## config.mk

```make
export PLATFORM = sky130hd
export DESIGN_NAME = trap_sequencer
export DESIGN_NICKNAME = d
export VERILOG_FILES = /design/src/rtl/trap_sequencer.sv
export SDC_FILE = /design/constraint.sdc
export NUM_CORES = 1
export LEC_CHECK = 0
export BUFFER_PORTS_ARGS = -buffer_cell sky130_fd_sc_hd__buf_2
export CORE_MARGIN = 2
export CORE_UTILIZATION = 40
export CTS_CLUSTER_DIAMETER = 80
export CTS_CLUSTER_SIZE = 30
export DETAILED_ROUTE_END_ITERATION = 12
export HOLD_SLACK_MARGIN = 0.15
export PLACE_DENSITY = 0.79
export SLEW_MARGIN = 20
export SYNTH_ARGS = -nofsm -noshare
export SYNTH_HDL_FRONTEND = slang
export SYNTH_SLANG_ARGS = --single-unit
```

## constraint.sdc

```tcl
create_clock -name clk -period 2.6 [get_ports clk]
set_clock_uncertainty 0.15 [all_clocks]
set_input_delay 0.13 -clock clk [delete_from_list [all_inputs] [get_ports clk]]
set_output_delay 0.13 -clock clk [all_outputs]
set_load 0.02 [all_outputs]
```

## src/rtl/trap_sequencer.sv

```systemverilog
// -----------------------------------------------------------------------------
// trap_sequencer
//
// Core-side initiator for the CP0 exception interface. Takes one trap-class
// instruction (syscall, break, teq, eret) from the multicycle core, checks it
// against the CP0 status masks and, when taken, drives a single-cycle
// exception or eret strobe into CP0. It always finishes with a one-cycle
// fetch redirect: exception vector, CP0 return address, or pc+4.
//
// Configuration macro:
//   TRAP_TEQ_EN  defined   -> teq is evaluated (operand compare present)
//                undefined -> kind 3 is handled like an invalid kind
//
// Parameters:
//   VECTOR_ADDR  exception handler entry address
//   COUNT_W      width of the taken-exception counter
//
// Ports:
//   clk, rst          clock, asynchronous active-high reset
//   req_valid/ready   request handshake with the core
//   req_kind          1 syscall, 2 break, 3 teq, 4 eret (others invalid)
//   req_pc            pc of the requesting instruction
//   teq_rs, teq_rt    teq operands
//   status            CP0 status register (used in EVAL only)
//   exc_addr          CP0 return address (used in COMMIT on eret)
//   cp0_exception     exception strobe to CP0
//   cp0_eret          eret strobe to CP0
//   cp0_cause         exception cause code
//   cp0_pc            latched pc, saved by CP0 as EPC
//   redirect_valid    one-cycle fetch redirect
//   redirect_pc       redirect target
//   busy              high outside IDLE
//   trap_count        saturating count of taken exceptions (eret excluded)
// -----------------------------------------------------------------------------
module trap_sequencer #(
  parameter logic [31:0] VECTOR_ADDR = 32'h0040_0004,
  parameter int          COUNT_W     = 16
) (
  input  logic               clk,
  input  logic               rst,
  input  logic               req_valid,
  output logic               req_ready,
  input  logic [2:0]         req_kind,
  input  logic [31:0]        req_pc,
  input  logic [31:0]        teq_rs,
  input  logic [31:0]        teq_rt,
  input  logic [31:0]        status,
  input  logic [31:0]        exc_addr,
  output logic               cp0_exception,
  output logic               cp0_eret,
  output logic [4:0]         cp0_cause,
  output logic [31:0]        cp0_pc,
  output logic               redirect_valid,
  output logic [31:0]        redirect_pc,
  output logic               busy,
  output logic [COUNT_W-1:0] trap_count
);

  localparam logic [2:0] KIND_SYSCALL = 3'd1;
  localparam logic [2:0] KIND_BREAK   = 3'd2;
  localparam logic [2:0] KIND_TEQ     = 3'd3;
  localparam logic [2:0] KIND_ERET    = 3'd4;

  localparam logic [4:0] CAUSE_SYSCALL = 5'b01000;
  localparam logic [4:0] CAUSE_BREAK   = 5'b01001;
  localparam logic [4:0] CAUSE_TEQ     = 5'b01101;

  typedef enum logic [1:0] {
    IDLE     = 2'd0,
    EVAL     = 2'd1,
    COMMIT   = 2'd2,
    REDIRECT = 2'd3
  } state_t;

  state_t       state, state_nx;
  logic [2:0]   kind_q;
  logic [31:0]  pc_q;
  logic [31:0]  target_q;
  logic [4:0]   cause_q;
  logic [COUNT_W-1:0] count_q;
  logic         taken;
  logic [4:0]   exc_cause;
  logic         is_eret;

`ifdef TRAP_TEQ_EN
  logic eq_q;
  // Only the upper status bits are ignored in this build.
  logic unused_status;
  assign unused_status = ^status[31:4];
`else
  // teq operands and the teq mask bit play no part in this build.
  logic unused_teq;
  assign unused_teq = ^{teq_rs, teq_rt, status[31:3]};
`endif

  assign is_eret = (kind_q == KIND_ERET);

  // Taken decision and cause, evaluated against the live status in EVAL.
  // NOTE: every always_comb output gets a default first so no path can
  // leave it unassigned and infer a latch.
  always_comb begin
    taken     = 1'b0;
    exc_cause = 5'b0;
    unique case (kind_q)
      KIND_SYSCALL: begin
        taken     = status[0] & status[1];
        exc_cause = CAUSE_SYSCALL;
      end
      KIND_BREAK: begin
        taken     = status[0] & status[2];
        exc_cause = CAUSE_BREAK;
      end
`ifdef TRAP_TEQ_EN
      KIND_TEQ: begin
        taken     = status[0] & status[3] & eq_q;
        exc_cause = CAUSE_TEQ;
      end
`endif
      KIND_ERET: taken = 1'b1;
      default: ;
    endcase
  end

  // Next state and control outputs.
  always_comb begin
    state_nx       = state;
    req_ready      = 1'b0;
    busy           = 1'b1;
    cp0_exception  = 1'b0;
    cp0_eret       = 1'b0;
    redirect_valid = 1'b0;
    unique case (state)
      IDLE: begin
        req_ready = 1'b1;
        busy      = 1'b0;
        if (req_valid) state_nx = EVAL;
      end
      EVAL:     state_nx = taken ? COMMIT : REDIRECT;
      COMMIT: begin
        // Only taken requests reach COMMIT, so kind is either eret or an
        // exception kind; the strobes are mutually exclusive by construction.
        cp0_eret      = is_eret;
        cp0_exception = ~is_eret;
        state_nx      = REDIRECT;
      end
      REDIRECT: begin
        redirect_valid = 1'b1;
        state_nx       = IDLE;
      end
      default:  state_nx = IDLE;
    endcase
  end

  // NOTE: sequential state uses non-blocking assignments so every register
  // samples pre-edge values regardless of statement order.
  always_ff @(posedge clk or posedge rst) begin
    if (rst) state <= IDLE;
    else     state <= state_nx;
  end

  always_ff @(posedge clk or posedge rst) begin
    if (rst) begin
      kind_q   <= 3'd0;
      pc_q     <= 32'd0;
      target_q <= 32'd0;
      cause_q  <= 5'd0;
      count_q  <= '0;
`ifdef TRAP_TEQ_EN
      eq_q     <= 1'b0;
`endif
    end else begin
      unique case (state)
        IDLE: begin
          if (req_valid) begin
            kind_q <= req_kind;
            pc_q   <= req_pc;
`ifdef TRAP_TEQ_EN
            eq_q   <= (teq_rs == teq_rt);
`endif
          end
        end
        EVAL: begin
          // eret leaves the cause register untouched.
          if (taken && !is_eret) cause_q  <= exc_cause;
          if (!taken)            target_q <= pc_q + 32'd4;
        end
        COMMIT: begin
          if (is_eret) begin
            target_q <= exc_addr;
          end else begin
            target_q <= VECTOR_ADDR;
            if (count_q != '1) count_q <= count_q + COUNT_W'(1);
          end
        end
        default: ;
      endcase
    end
  end

  assign cp0_cause   = cause_q;
  assign cp0_pc      = pc_q;
  assign redirect_pc = target_q;
  assign trap_count  = count_q;

endmodule

```

==> flow_metrics.py <==
metrics = {
    "cells_and_area": {
        "design_area_mm2": 0.00643,
        "regArea_mm2": 0.00218,
        "drive_above_1_share_pct": 36.7,
        "num_antenna_cells": 0,
        "fill_cells": 916,
        "final_nets": 829,
        "multiInputGateArea_mm2": 0.00216,
        "area_delta_synth_final_pct": 43.3,
    },
    "critical_path": {
        "start_kind": "flop",
        "worst-path-max-fanout": 9,
        "arrival_ps": 2100,
        "critPathRequiredTime_ps": 2320,
        "crit_type": "flop to primary output",
        "end_kind": "primary output",
    },
    "yosys": {
        "yosysMostFrequentCell": "dfrtp_1",
        "syn_avg_cell_area_um2": 10.7,
        "yosys-top-cells-count": "dfrtp_1, mux2_2, nor2_1, nand2_1, xor2_1",
        "ys_seq_area_share_pct": 48.5,
        "synth-main-ff-cell": "dfrtp_1",
        "async_flop_share_pct": 100,
        "synth.area.top_cells": "dfrtp_1, mux2_2, xor2_1",
        "synthDistinctLibCells": 57,
        "yosysWarnings": 0,
        "syn_area_mm2": 0.00449,
        "synth_enable_flop_cells": 0,
        "synth_top_area_share_pct": 48.5,
        "synth_seq_cells": 87,
        "yosys.area.top_type": "dfrtp_1",
        "syn_inst": 420,
    },
    "drt": {
        "routed_wl_um": 13600,
        "first_pass_iters": 4,
        "drtIter0Drc": 337,
        "drtAntennaViolNets": 0,
        "wl_per_cell_um": 17.0,
        "viasPerCell": 5.30,
        "drc_errors": 0,
        "vias": 4248,
    },
    "hold_path": {
        "hold_class": "input pin to flop",
    },
    "die": {
        "die_w_um": 110,
        "core_mm2": 0.0109,
        "start_util_pct": 41.2,
        "pin_count": 256,
        "dieArea_mm2": 0.0121,
        "row_count": 38,
        "die_h_um": 110,
    },
    "timing": {
        "finalCritPeriodShare_pct": 91.7,
        "period_minus_slack_ps": 2380,
        "fmax_ghz": 0.419,
        "setup_viol": 0,
        "tightest_slew_ps": 741,
        "rsz0062_at_grt": "no",
        "slew_violations": 0,
        "relSlewSlack_pct": 50.6,
        "fin_setup_tns_ps": 0,
        "hold_viol_final": 0,
    },
    "global_route": {
        "grt_pass1_wl_um": 21200,
        "first_global_vias": 4313,
        "antenna_found_initial": 0,
        "grtUsageTotal_pct": 23.1,
        "overflow": 0,
        "grt_max_degree": 48,
    },
    "run": {
        "maxCapViolCount": 0,
    },
    "placed_design": {
        "dp_hpwl_um": 9260,
        "placed_area_mm2": 0.00547,
        "place.port_buffers": 159,
        "place_congestion": 0.852,
    },
    "power_and_ir_drop": {
        "max-vdd-ir-drop_mv": 0.640,
        "leakagePower_uw": 0.00307,
        "p_per_area_mw_per_mm2": 1220,
    },
    "clock_network": {
        "cts-root-buf": "clkbuf_8",
        "htreeDepth": 3,
        "clock_path_buffers": 2,
        "clk_latency_ps": 360,
        "cts_tree": "yes",
        "cts_setup_buffers": 0,
        "path_clk_slew_ps": 90,
        "cts.sinks": 87,
        "numCtsBuffers": 9,
    },
    "status": {
        "status": "completed",
    },
}
registers in the layout, summed over array words and instances (netlist names):
name         flops
cp0_pc          32
kind_q           3
redirect_pc     32
cp0_cause        2
state            2
trap_count      16
path summary, 6_finish.rpt:
check | start | endpoint | slack [ps] | cells past startpoint
setup / recovery | state[0]$_DFFE_PP0P_ | cp0_eret | 220 | 6
hold / removal | status[1] | cp0_cause[0]$_DFFE_PP0P_ | 160 | 5
setup reg to reg | state[0]$_DFFE_PP0P_ | trap_count[9]$_DFFE_PP0P_ | 240 | 6
hold reg to reg | cp0_cause[3]$_DFFE_PP0P_ | cp0_cause[3]$_DFFE_PP0P_ | 320 | 1
max in group asynchronous | rst | trap_count[3]$_DFFE_PP0P_ | 1320 | 4
min in group asynchronous | rst | cp0_pc[5]$_DFFE_PP0P_ | 260 | 3
stage by stage:
step / power (uW) / cells / setup slack (ps) / hold slack [ps] / util (%)
2_1_floorplan: 5290 / 422 / 69.8 / 125 / -
3_3_place_gp: 6460 / 715 / 321 / 101 / 50.3
3_5_place_dp: 6610 / 715 / 264 / 115 / 50.3
4_1_cts: 7860 / 802 / 69.6 / 162 / 59.0
5_1_grt: 8420 / 802 / 73.7 / 214 / 59.1
6_report: 7850 / 802 / 216 / 165 / 59.1
cells in the final DEF (no fill, tap or decap), types with 3 or more instances in the layout:
cell,n
and3_1,6
a22oi_1,13
clkinv_2,3
nand4_1,13
buf_12,3
mux2_2,35
dlygate4sd3_1,71
nor3_1,14
xnor2_1,10
buf_2,159
conb_1,3
inv_1,12
nor4_1,3
ha_1,6
nand3_1,19
a21oi_1,12
o21a_1,4
buf_4,8
nor2_1,34
o21ai_1,12
o21ai_0,10
nand2b_1,3
nand2_1,30
xor2_1,30
a221oi_1,3
clkbuf_8,10
dfrtp_1,87
bufinv_16,3
a31oi_1,6
worst max-delay path: stages (launching register included):
cell and delay [ps]:
dfrtp_1 430, inv_1 110, ha_1 300, inv_1 250, nor2_4 300, buf_4 190, buf_2 160
area by class of cell:
cell class                      count  share of cell area, %
Clock buffer                       10                   2.14
Tap cell                          140                   2.72
Timing Repair Buffer              241                   25.3
Inverter                           13                  0.778
Multi-Input combinational cell    305                   33.6
Clock inverter                      6                   1.67
Sequential cell                    87                   33.8
cell families after synthesis:
group / after synthesis / synth area share [%]
compound gates: 73 / 10.5
xor+xnor: 40 / 7.80
fa+ha+maj: 6 / 1.67
buf+inv: 30 / 3.87
flops: 87 / 48.5
mux: 36 / 9.11
other cells: 1 / 0.0835
simple gates: 147 / 18.5
where the power goes:
| part | leakage, uW | internal [uW] | total [uW] | switching [uW] |
|---|---|---|---|---|
| sequential | 0.00106 | 1970 | 2670 | 699 |
| combinational | 0.00189 | 1640 | 4030 | 2390 |
| clock | 0.000122 | 661 | 1150 | 489 |
layer usage:
metal  up-vias  routed length (um)  part of all wire (%)  global-route usage, %
met5         -                   0                     0                      0
met1      2059                5570                    41                   28.1
li1       1972                   -                     -                      -
met2       181                6870                    50                   39.2
met4         0                 376                   2.8                   9.58
met3        36                 811                   6.0                   5.16
what timing repair did:
item	in CTS	in global routing
hold endpoints to repair	111	0
endpoints found under the setup margin	0	1
gates resized for setup	0	1
hold buffers	71	0
(Power assumes the default switching activity.)
